===== config.mk =====
export PLATFORM = sky130hd
export DESIGN_NAME = fetch_sched_flat
export DESIGN_NICKNAME = d
export VERILOG_FILES = /design/src/rtl/fetch_sched_if.sv /design/src/rtl/fetch_sched.sv /design/src/flat_wrapper.sv
export SDC_FILE = /design/constraint.sdc
export NUM_CORES = 1
export LEC_CHECK = 0
export CAP_MARGIN = 20
export CORE_ASPECT_RATIO = 0.7
export CORE_MARGIN = 2
export CORE_UTILIZATION = 50
export CTS_BUF_LIST = sky130_fd_sc_hd__clkbuf_16
export DETAILED_ROUTE_END_ITERATION = 10
export GPL_TIMING_DRIVEN = 0
export PLACE_DENSITY_LB_ADDON = 0.08
export SLEW_MARGIN = 20
export SYNTH_ARGS = -nofsm -noshare
export SYNTH_HDL_FRONTEND = slang
export SYNTH_SLANG_ARGS = --single-unit

===== constraint.sdc =====
create_clock -name clk -period 9.8 [get_ports clk]
set_input_delay 1.96 -clock clk [delete_from_list [all_inputs] [get_ports clk]]
set_output_delay 1.96 -clock clk [all_outputs]
set_load 0.02 [all_outputs]

===== src/rtl/fetch_sched_if.sv =====
// Fetch-side bus of fetch_sched: IM port, redirect request and the decode handshake.
interface fetch_sched_if;
  logic [11:2] IM_Addr;
  logic [31:0] IM_Instr;
  logic        Redirect;
  logic [31:0] RedirectPC;
  logic        Valid_D;
  logic        Ready_D;
  logic [31:0] PC_D;
  logic [31:0] Instr_D;
  logic        Exc_D;
  logic        Halted;

  modport master (
    output IM_Addr, Valid_D, PC_D, Instr_D, Exc_D, Halted,
    input  IM_Instr, Redirect, RedirectPC, Ready_D
  );
  modport slave (
    input  IM_Addr, Valid_D, PC_D, Instr_D, Exc_D, Halted,
    output IM_Instr, Redirect, RedirectPC, Ready_D
  );
endinterface


===== src/rtl/fetch_sched.sv =====
// Instruction-fetch scheduler: owns PC_F, drives the IM, buffers {PC,Instr,Exc} in a 2-entry queue.
// Define FETCH_ADEL_EN to push an AdEL error entry when fetch leaves the legal window.
module fetch_sched #(
  parameter logic [31:0] RESET_PC = 32'h0000_3000,
  parameter int          IM_WORDS = 1024
) (
  input  logic          clk,
  input  logic          reset,
  fetch_sched_if.master bus
);
  typedef struct packed {
    logic [31:0] pc;
    logic [31:0] instr;
    logic        exc;
  } entry_t;

  typedef enum logic {RUN, HALT} state_e;

  state_e      state_q, state_d;
  logic [31:0] pc_q, pc_d;
  entry_t      fifo_q [2];
  logic [1:0]  cnt_q;
  logic        rd_q, wr_q;

  logic        legal, valid, pop, space, push_ok, push_err, push;
  entry_t      push_entry, head;
  logic [32:0] win_end;

  assign bus.IM_Addr = pc_q[11:2] - RESET_PC[11:2];

  // 33-bit compare so a window touching 2^32 cannot wrap
  assign win_end = {1'b0, RESET_PC} + 33'(IM_WORDS) * 33'd4;
  assign legal   = (pc_q[1:0] == 2'b00) && ({1'b0, pc_q} >= {1'b0, RESET_PC}) &&
                   ({1'b0, pc_q} < win_end);

  assign valid   = (cnt_q != 2'd0);
  assign pop     = valid & bus.Ready_D & ~bus.Redirect;
  assign space   = (cnt_q != 2'd2) | pop;
  assign push_ok = (state_q == RUN) & legal & space & ~bus.Redirect;
`ifdef FETCH_ADEL_EN
  assign push_err = (state_q == RUN) & ~legal & space & ~bus.Redirect;
`else
  assign push_err = 1'b0;
`endif
  assign push       = push_ok | push_err;
  assign push_entry = push_err ? entry_t'{pc: pc_q, instr: 32'h0, exc: 1'b1}
                               : entry_t'{pc: pc_q, instr: bus.IM_Instr, exc: 1'b0};

  always_ff @(posedge clk) begin
    if (reset) state_q <= RUN;
    else       state_q <= state_d;
  end

  always_comb begin
    state_d = state_q;
    case (state_q)
      RUN: if (!legal) begin
`ifdef FETCH_ADEL_EN
        if (space) state_d = HALT;
`else
        state_d = HALT;
`endif
      end
      HALT: state_d = HALT;
      default: state_d = RUN;
    endcase
    if (bus.Redirect) state_d = RUN;
  end

  always_comb begin
    bus.Halted = (state_q == HALT);
  end

  always_comb begin
    pc_d = pc_q;
    if (bus.Redirect)  pc_d = bus.RedirectPC;
    else if (push_ok)  pc_d = pc_q + 32'd4;
  end

  always_ff @(posedge clk) begin
    if (reset) begin
      pc_q  <= RESET_PC;
      cnt_q <= 2'd0;
      rd_q  <= 1'b0;
      wr_q  <= 1'b0;
      for (int i = 0; i < 2; i++) fifo_q[i] <= '0;
    end else begin
      pc_q <= pc_d;
      if (bus.Redirect) begin
        cnt_q <= 2'd0;
        rd_q  <= 1'b0;
        wr_q  <= 1'b0;
      end else begin
        if (push) begin
          fifo_q[wr_q] <= push_entry;
          wr_q         <= ~wr_q;
        end
        if (pop) rd_q <= ~rd_q;
        cnt_q <= cnt_q + {1'b0, push} - {1'b0, pop};
      end
    end
  end

  assign head        = fifo_q[rd_q];
  assign bus.Valid_D = valid;
  assign bus.PC_D    = valid ? head.pc    : 32'h0;
  assign bus.Instr_D = valid ? head.instr : 32'h0;
  assign bus.Exc_D   = valid & head.exc;
endmodule


===== src/flat_wrapper.sv =====
// flat-port wrapper written by rule: the top's interface ports become plain ports
module fetch_sched_flat 
#(
  parameter logic [31:0] RESET_PC = 32'h0000_3000,
  parameter int          IM_WORDS = 1024
)
  (clk, reset, bus_IM_Addr, bus_Valid_D, bus_PC_D, bus_Instr_D, bus_Exc_D, bus_Halted, bus_IM_Instr, bus_Redirect, bus_RedirectPC, bus_Ready_D);
  fetch_sched_if bus_i ();
  input  logic clk;
  input  logic reset;
  output wire logic [$bits(bus_i.IM_Addr)-1:0] bus_IM_Addr;
  output wire logic [$bits(bus_i.Valid_D)-1:0] bus_Valid_D;
  output wire logic [$bits(bus_i.PC_D)-1:0] bus_PC_D;
  output wire logic [$bits(bus_i.Instr_D)-1:0] bus_Instr_D;
  output wire logic [$bits(bus_i.Exc_D)-1:0] bus_Exc_D;
  output wire logic [$bits(bus_i.Halted)-1:0] bus_Halted;
  input wire logic [$bits(bus_i.IM_Instr)-1:0] bus_IM_Instr;
  input wire logic [$bits(bus_i.Redirect)-1:0] bus_Redirect;
  input wire logic [$bits(bus_i.RedirectPC)-1:0] bus_RedirectPC;
  input wire logic [$bits(bus_i.Ready_D)-1:0] bus_Ready_D;
  assign bus_IM_Addr = bus_i.IM_Addr;
  assign bus_Valid_D = bus_i.Valid_D;
  assign bus_PC_D = bus_i.PC_D;
  assign bus_Instr_D = bus_i.Instr_D;
  assign bus_Exc_D = bus_i.Exc_D;
  assign bus_Halted = bus_i.Halted;
  assign bus_i.IM_Instr = bus_IM_Instr;
  assign bus_i.Redirect = bus_Redirect;
  assign bus_i.RedirectPC = bus_RedirectPC;
  assign bus_i.Ready_D = bus_Ready_D;
  fetch_sched #(.RESET_PC(RESET_PC), .IM_WORDS(IM_WORDS)) u_core (.clk(clk), .reset(reset), .bus(bus_i));
endmodule

Word level (Yosys, flattened, before mapping)
Memory sizes are Yosys's and may differ from the RTL's. A register that Yosys moved wholly into a read port is not among the register bits.
Cells that the tools add are included.
{"block": "word_totals", "ff_bits": 37, "latchBits": 0, "mem_bits_rw": 128, "romBits": 0, "input_bits": 68, "output_inout_bits": 77, "word_cells": 47, "n_memories": 1}
{"block": "op_classes", "add_sub_neg": 3, "mul": 0, "div_mod_pow": 0, "order_cmp": 2, "n_eq_ne": 1, "n_shift": 0, "muxes": 17, "n_bitwise": 11, "n_reduce_logical": 7}
{"name": "u_core.fifo_q", "depth": 2, "word_bits": 64, "read_ports": 1, "rd_ports_with_merged_regs": 1, "wr": 2, "line": "fetch_sched.sv:21", "source": "entry_t fifo_q [2];"}
{"cell": "32-bit two-way mux", "count": 4}
{"cell": "64-bit two-way mux", "count": 1}
{"cell": "64-bit OR reduction", "count": 1}
{"cell": "32-bit by 3-bit adder with 32-bit output (second input constant)", "count": 1}
{"cell": "32-bit by 14-bit >= comparator with 1-bit output (second input constant)", "count": 1}
{"cell": "32-bit by 15-bit less-than comparator with 1-bit output (second input constant)", "count": 1}
{"cell": "1-bit two-way mux", "count": 11}
{"cell": "1-bit bitwise AND", "count": 5}
{"cell": "1-bit inverter", "count": 4}
{"cell": "2-bit nonzero test", "count": 2}
{"cell": "2-bit by 1-bit adder with 2-bit output", "count": 1}
{"cell": "1-bit logical AND", "count": 2}
{"cell": "2-bit zero test", "count": 1}
{"cell": "2-bit inequality test (second input constant)", "count": 1}
{"cell": "1-bit one-hot mux with 2 select lines", "count": 1}
{"cell": "2-bit OR reduction", "count": 1}
{"cell": "2-bit by 1-bit subtractor with 2-bit output", "count": 1}
{"cell": "1-bit bitwise AND (second input constant)", "count": 1}
{"cell": "1-bit bitwise OR", "count": 1}

Longest topological paths before layout
{"block": "logic_depth", "word_depth": 12, "ltp_mapped": 10, "ltp_nobuf": 10}

Least setup slack after synthesis
OpenSTA, ideal clock, no wires.
{"block": "synth_timing", "kind": "input to register", "from": "in bus_Ready_D", "to": "mem u_core.fifo_q[0][0] in the netlist's numbering (enable)", "setup_time_ps": 421, "t_arrival_ps": 4277, "required_ps": 9379, "setup_slack_ps": 5103, "cell_stages": 5, "path_buffers": 1, "cell_sequence": "nor2b_1 > o211ai_4 > clkbuf_1 > nor3_1 > a21o_1"}
{"element": "start, declared", "line": "flat_wrapper.sv:20", "source": "input wire logic [$bits(bus_i.Ready_D)-1:0] bus_Ready_D;"}
{"element": "end, declared", "line": "fetch_sched.sv:21"}

==> flow_summary_export.csv <==
group,metric,value,unit
power,p_sw_frac,0.2331,
clock_network,max-clock-path-buffers,2,
clock_network,ctsHoldBuffers,0,
sta,rsz0062_at_grt,"no",
floorplanning,die-width,149.7,um
grt,gr-total-overflow,0,
sta,setup_tns,0,ns
grt,grt_antenna_before_repair,0,
final_layout,finish.instance_area,9882,um2
power,leakage,3.579,nW
power,power.internal,1.207,mW
drt,post_drt_via_cell_ratio,5.094,
worst_setup_path,critical_path.max_stage_delay,0.64,ns
worst_setup_path,reg2regPathDepth,5,
sta,timing.final.crit_share,0.4627,
power,irDropWorstVdd,0.1264,mV
clock_network,path_clk_slew,0.07,ns
yosys,synth.yosys.warnings,0,
clock_network,clock_insertion_delay_worst_skew,0.43,ns
sta,period_needed,4.534,ns
placement,finalWeightedCongestion,0.8570,
drt,drt-pass1-iter-count,5,
clock_network,post-cts-setup-buffer-count,0,
drt,route.antenna.remaining_nets,0,
worst_setup_path,cp_data_arrival_time,2.57,ns
clock_network,cts_inserted_buffers,17,
hold_path,hold_path_depth,2,
grt,grt_start_max_net_pins,44,
worst_setup_path,worst_path_required_time,7.84,ns
final_layout,layout.filler_cells,1092,
clock_network,cts_tree,"done",
power,cellPowerDensity,159.2,nW/um2
sta,timing_worst_slew_pin_value,0.6654,ns
yosys,synth_area,7432,um2
final_layout,nNetsFinal,855,
grt,number_of_global_route_vias_before_repair,5084,
final_layout,mostFrequentLayoutCells,"clkdlybuf4s50_1, edfxtp_1, and2_1, nor2_1, mux2i_1",
drt,detailedRoute.firstIterationViolations,264,
final_layout,multi_input_combinational_cell_area,2648,um2
drt,drcViolationCount,0,
power,comb_power_share,0.076,
placement,place_area,9313,um2
sta,setup_viol_count_final,0,
placement,portBuffers,142,
worst_setup_path,critical_setup_path_kind,"flop to output port",
final_layout,post_route_cells_drive_above_1_share,0.09673,
sta,finClkSkew,0.01211,ns
floorplanning,core_region_area,14630,um2
placement,dp_hpwl,10870,um
yosys,ys_seq_area_frac,0.6195,
yosys,synth.avg_cell_area,12.81,um2
final_layout,layout.cells.most_common,"clkdlybuf4s50_1",
grt,track_usage,0.2110,
floorplanning,placement_rows,37,
worst_setup_path,rrSetupSlack,7.00,ns
hold_path,hold_start,"u_core.pc_q[13]$_SDFFE_PP1P_",
power,fin_total_pwr,1.573,mW
grt,global_route_wire_length_before_repair,25440,um
final_layout,antenna_cells_inserted,0,
hold_path,worst_hold_path.endpoint,"u_core.pc_q[13]$_SDFFE_PP1P_",
worst_setup_path,critPathMaxFanout,10,
floorplanning,top_level_ports,145,
worst_setup_path,capture_instance_of_the_worst_register_to_register_path,"u_core.fifo_q[1][30]$_SDFFCE_PN0P_",
drt,drt-total-wl,16090,um
sta,max_freq,220.6,MHz
yosys,synthCells,580,
worst_setup_path,cp_slowest_cell,"clkdlybuf4s50_1",
hold_path,min-delay-path-class,"flop to flop",
drt,routed-via-count,5048,
floorplanning,start_util,0.5080,
power,power.net_switching,366.8,uW
power,seq_power_share,0.514,
worst_setup_path,critical_path.startpoint_type,"flop",
job,max_cap_violations,0,
sta,final_max_slew_viol_count,0,
yosys,synth_cell_type_count,49,
clock_network,post_cts_resized,0,
worst_setup_path,r2r_start,"u_core.pc_q[15]$_SDFFE_PP0P_",
clock_network,cts_root_buf,"clkbuf_16",
run_status,run_status,"complete, no violations",
final_layout,regArea,4604,um2
worst_setup_path,setup.worst_path.end_class,"output port",
power,power.share.clock,0.410,
floorplanning,die_h,106.0,um
clock_network,cts_num_sinks,166,
sta,timing_hold_violations_final,0,
drt,wl_per_cell,16.24,um
yosys,synth.ff_latch_count,166,
clock_network,htreeDepth,4,
floorplanning,design.die.area,15870,um2
worst_setup_path,critical_path.cell_chain,"clkbuf_1 > buf_2 > mux2i_1 > nor2_1 > clkdlybuf4s50_1",
sta,max_slew_margin,0.5530,
final_layout,layout-area-overhead-vs-synth,32.96,%
==> area by class of cell <==
cell class	instances	area share
clock buffers	17	0.04305
well taps	195	0.02469
flip-flops and latches	166	0.4659
plain buffers	48	0.02988
clock inverters	15	0.01456
multi-input cells	394	0.2679
repair buffers	144	0.1494
inverters	12	0.004558
==> cells in the mapped netlist (all sizes together) <==
master | count | share of area
a211oi | 1 | 0.0010
a21o | 1 | 0.0010
a21oi | 6 | 0.0040
a221oi | 2 | 0.0024
a22o | 17 | 0.020
a22oi | 1 | 0.0010
a311oi | 2 | 0.0024
a31o | 1 | 0.0012
a32oi | 3 | 0.0035
and2 | 88 | 0.074
and3 | 4 | 0.0034
and4 | 2 | 0.0024
buf | 34 | 0.033
clkbuf | 14 | 0.0071
conb | 1 | 0.00050
dfxtp | 38 | 0.10
edfxtp | 128 | 0.52
ha | 4 | 0.0067
inv | 12 | 0.0061
mux2i | 66 | 0.089
nand2 | 10 | 0.0051
nand2b | 4 | 0.0034
nand3 | 8 | 0.0054
nand4 | 3 | 0.0045
nor2 | 79 | 0.040
nor2b | 1 | 0.00084
nor3 | 3 | 0.0020
nor3b | 1 | 0.0010
nor4 | 12 | 0.020
nor4b | 2 | 0.0064
o2111a | 1 | 0.0015
o2111ai | 3 | 0.0044
o211ai | 4 | 0.0059
o21a | 1 | 0.0010
o21ai | 8 | 0.0054
o311a | 1 | 0.0013
or2 | 2 | 0.0020
or3 | 4 | 0.0034
or4 | 5 | 0.0051
xnor2 | 1 | 0.0012
xor2 | 2 | 0.0024
==> power groups by stage <==
stage          clock network (mW)  logic, mW  registers, mW
5_1_grt                     0.683      0.129          0.813
6_report                    0.645      0.119          0.809
2_1_floorplan                   0     0.0632          0.820
4_1_cts                     0.655      0.119          0.809
3_3_place_gp                    0      0.113          0.824
3_5_place_dp                    0      0.118          0.825
==> layer usage <==
metal  track usage  up-vias  share of wire
li1              -     2443              -
met1        0.2882     2410           0.45
met2        0.3299      176           0.47
met3       0.05365       19          0.066
met4       0.07412        0          0.013
met5             0        -              0
==> worst max-delay path by stage <==
stage,from,end,cells after the start
after detailed placement,bus_Ready_D,u_core.fifo_q[1][26]$_SDFFCE_PN0P_,6
final,flop,bus_PC_D[29],5
after global routing,u_core.cnt_q[1]$_SDFF_PP0_,bus_PC_D[12],5
after floorplan,bus_Ready_D,u_core.fifo_q[0][0]$_SDFFCE_PN0P_,5
after CTS,u_core.cnt_q[1]$_SDFF_PP0_,bus_PC_D[12],5
after global placement,bus_Ready_D,u_core.fifo_q[0][25]$_SDFFCE_PN0P_,6
==> logic make-up (layout without fill, tap and decap cells) <==
logic type / after synthesis / after routing / share of synthesized area
flip-flops: 166 / 166 / 0.6195
buffers and inverters: 60 / 236 / 0.04579
adder cells (fa/ha/maj): 4 / 4 / 0.006734
XOR/XNOR: 3 / 3 / 0.003536
other: 1 / 41 / 0.0005046
multiplexers: 66 / 66 / 0.08889
AND/OR/NAND/NOR: 228 / 228 / 0.1790
AO/OA/AOI/OAI: 52 / 52 / 0.05606
==> per-stage QoR <==
step                setup WS [ns]  instances  hold slack [ns]    util
floorplan                   5.103        620           0.4369       -
global placement            3.567        957           0.4480  0.6321
detailed placement          4.856        959           0.4548  0.6366
CTS                         5.197        991           0.4703  0.6755
global route                5.097        991           0.5026  0.6755
finish                      5.266        991           0.4680  0.6755
==> sequential cells by signal (all words and copies together) (netlist names), named ones only <==
signal	count
u_core.fifo_q	128
u_core.pc_q	32
u_core.cnt_q	2
u_core.bus.Halted	1
u_core.rd_q	1
u_core.wr_q	1
==> critical path, delay by kind of cell (launching register included) <==
| family | cells | cell delay, ns |
|---|---|---|
| buffers and inverters | 3 | 1.51 |
| AND/OR/NAND/NOR | 1 | 0.20 |
| flip-flops | 1 | 0.31 |
| multiplexers | 1 | 0.12 |
Note: power is estimated with default switching activity, not from simulation.
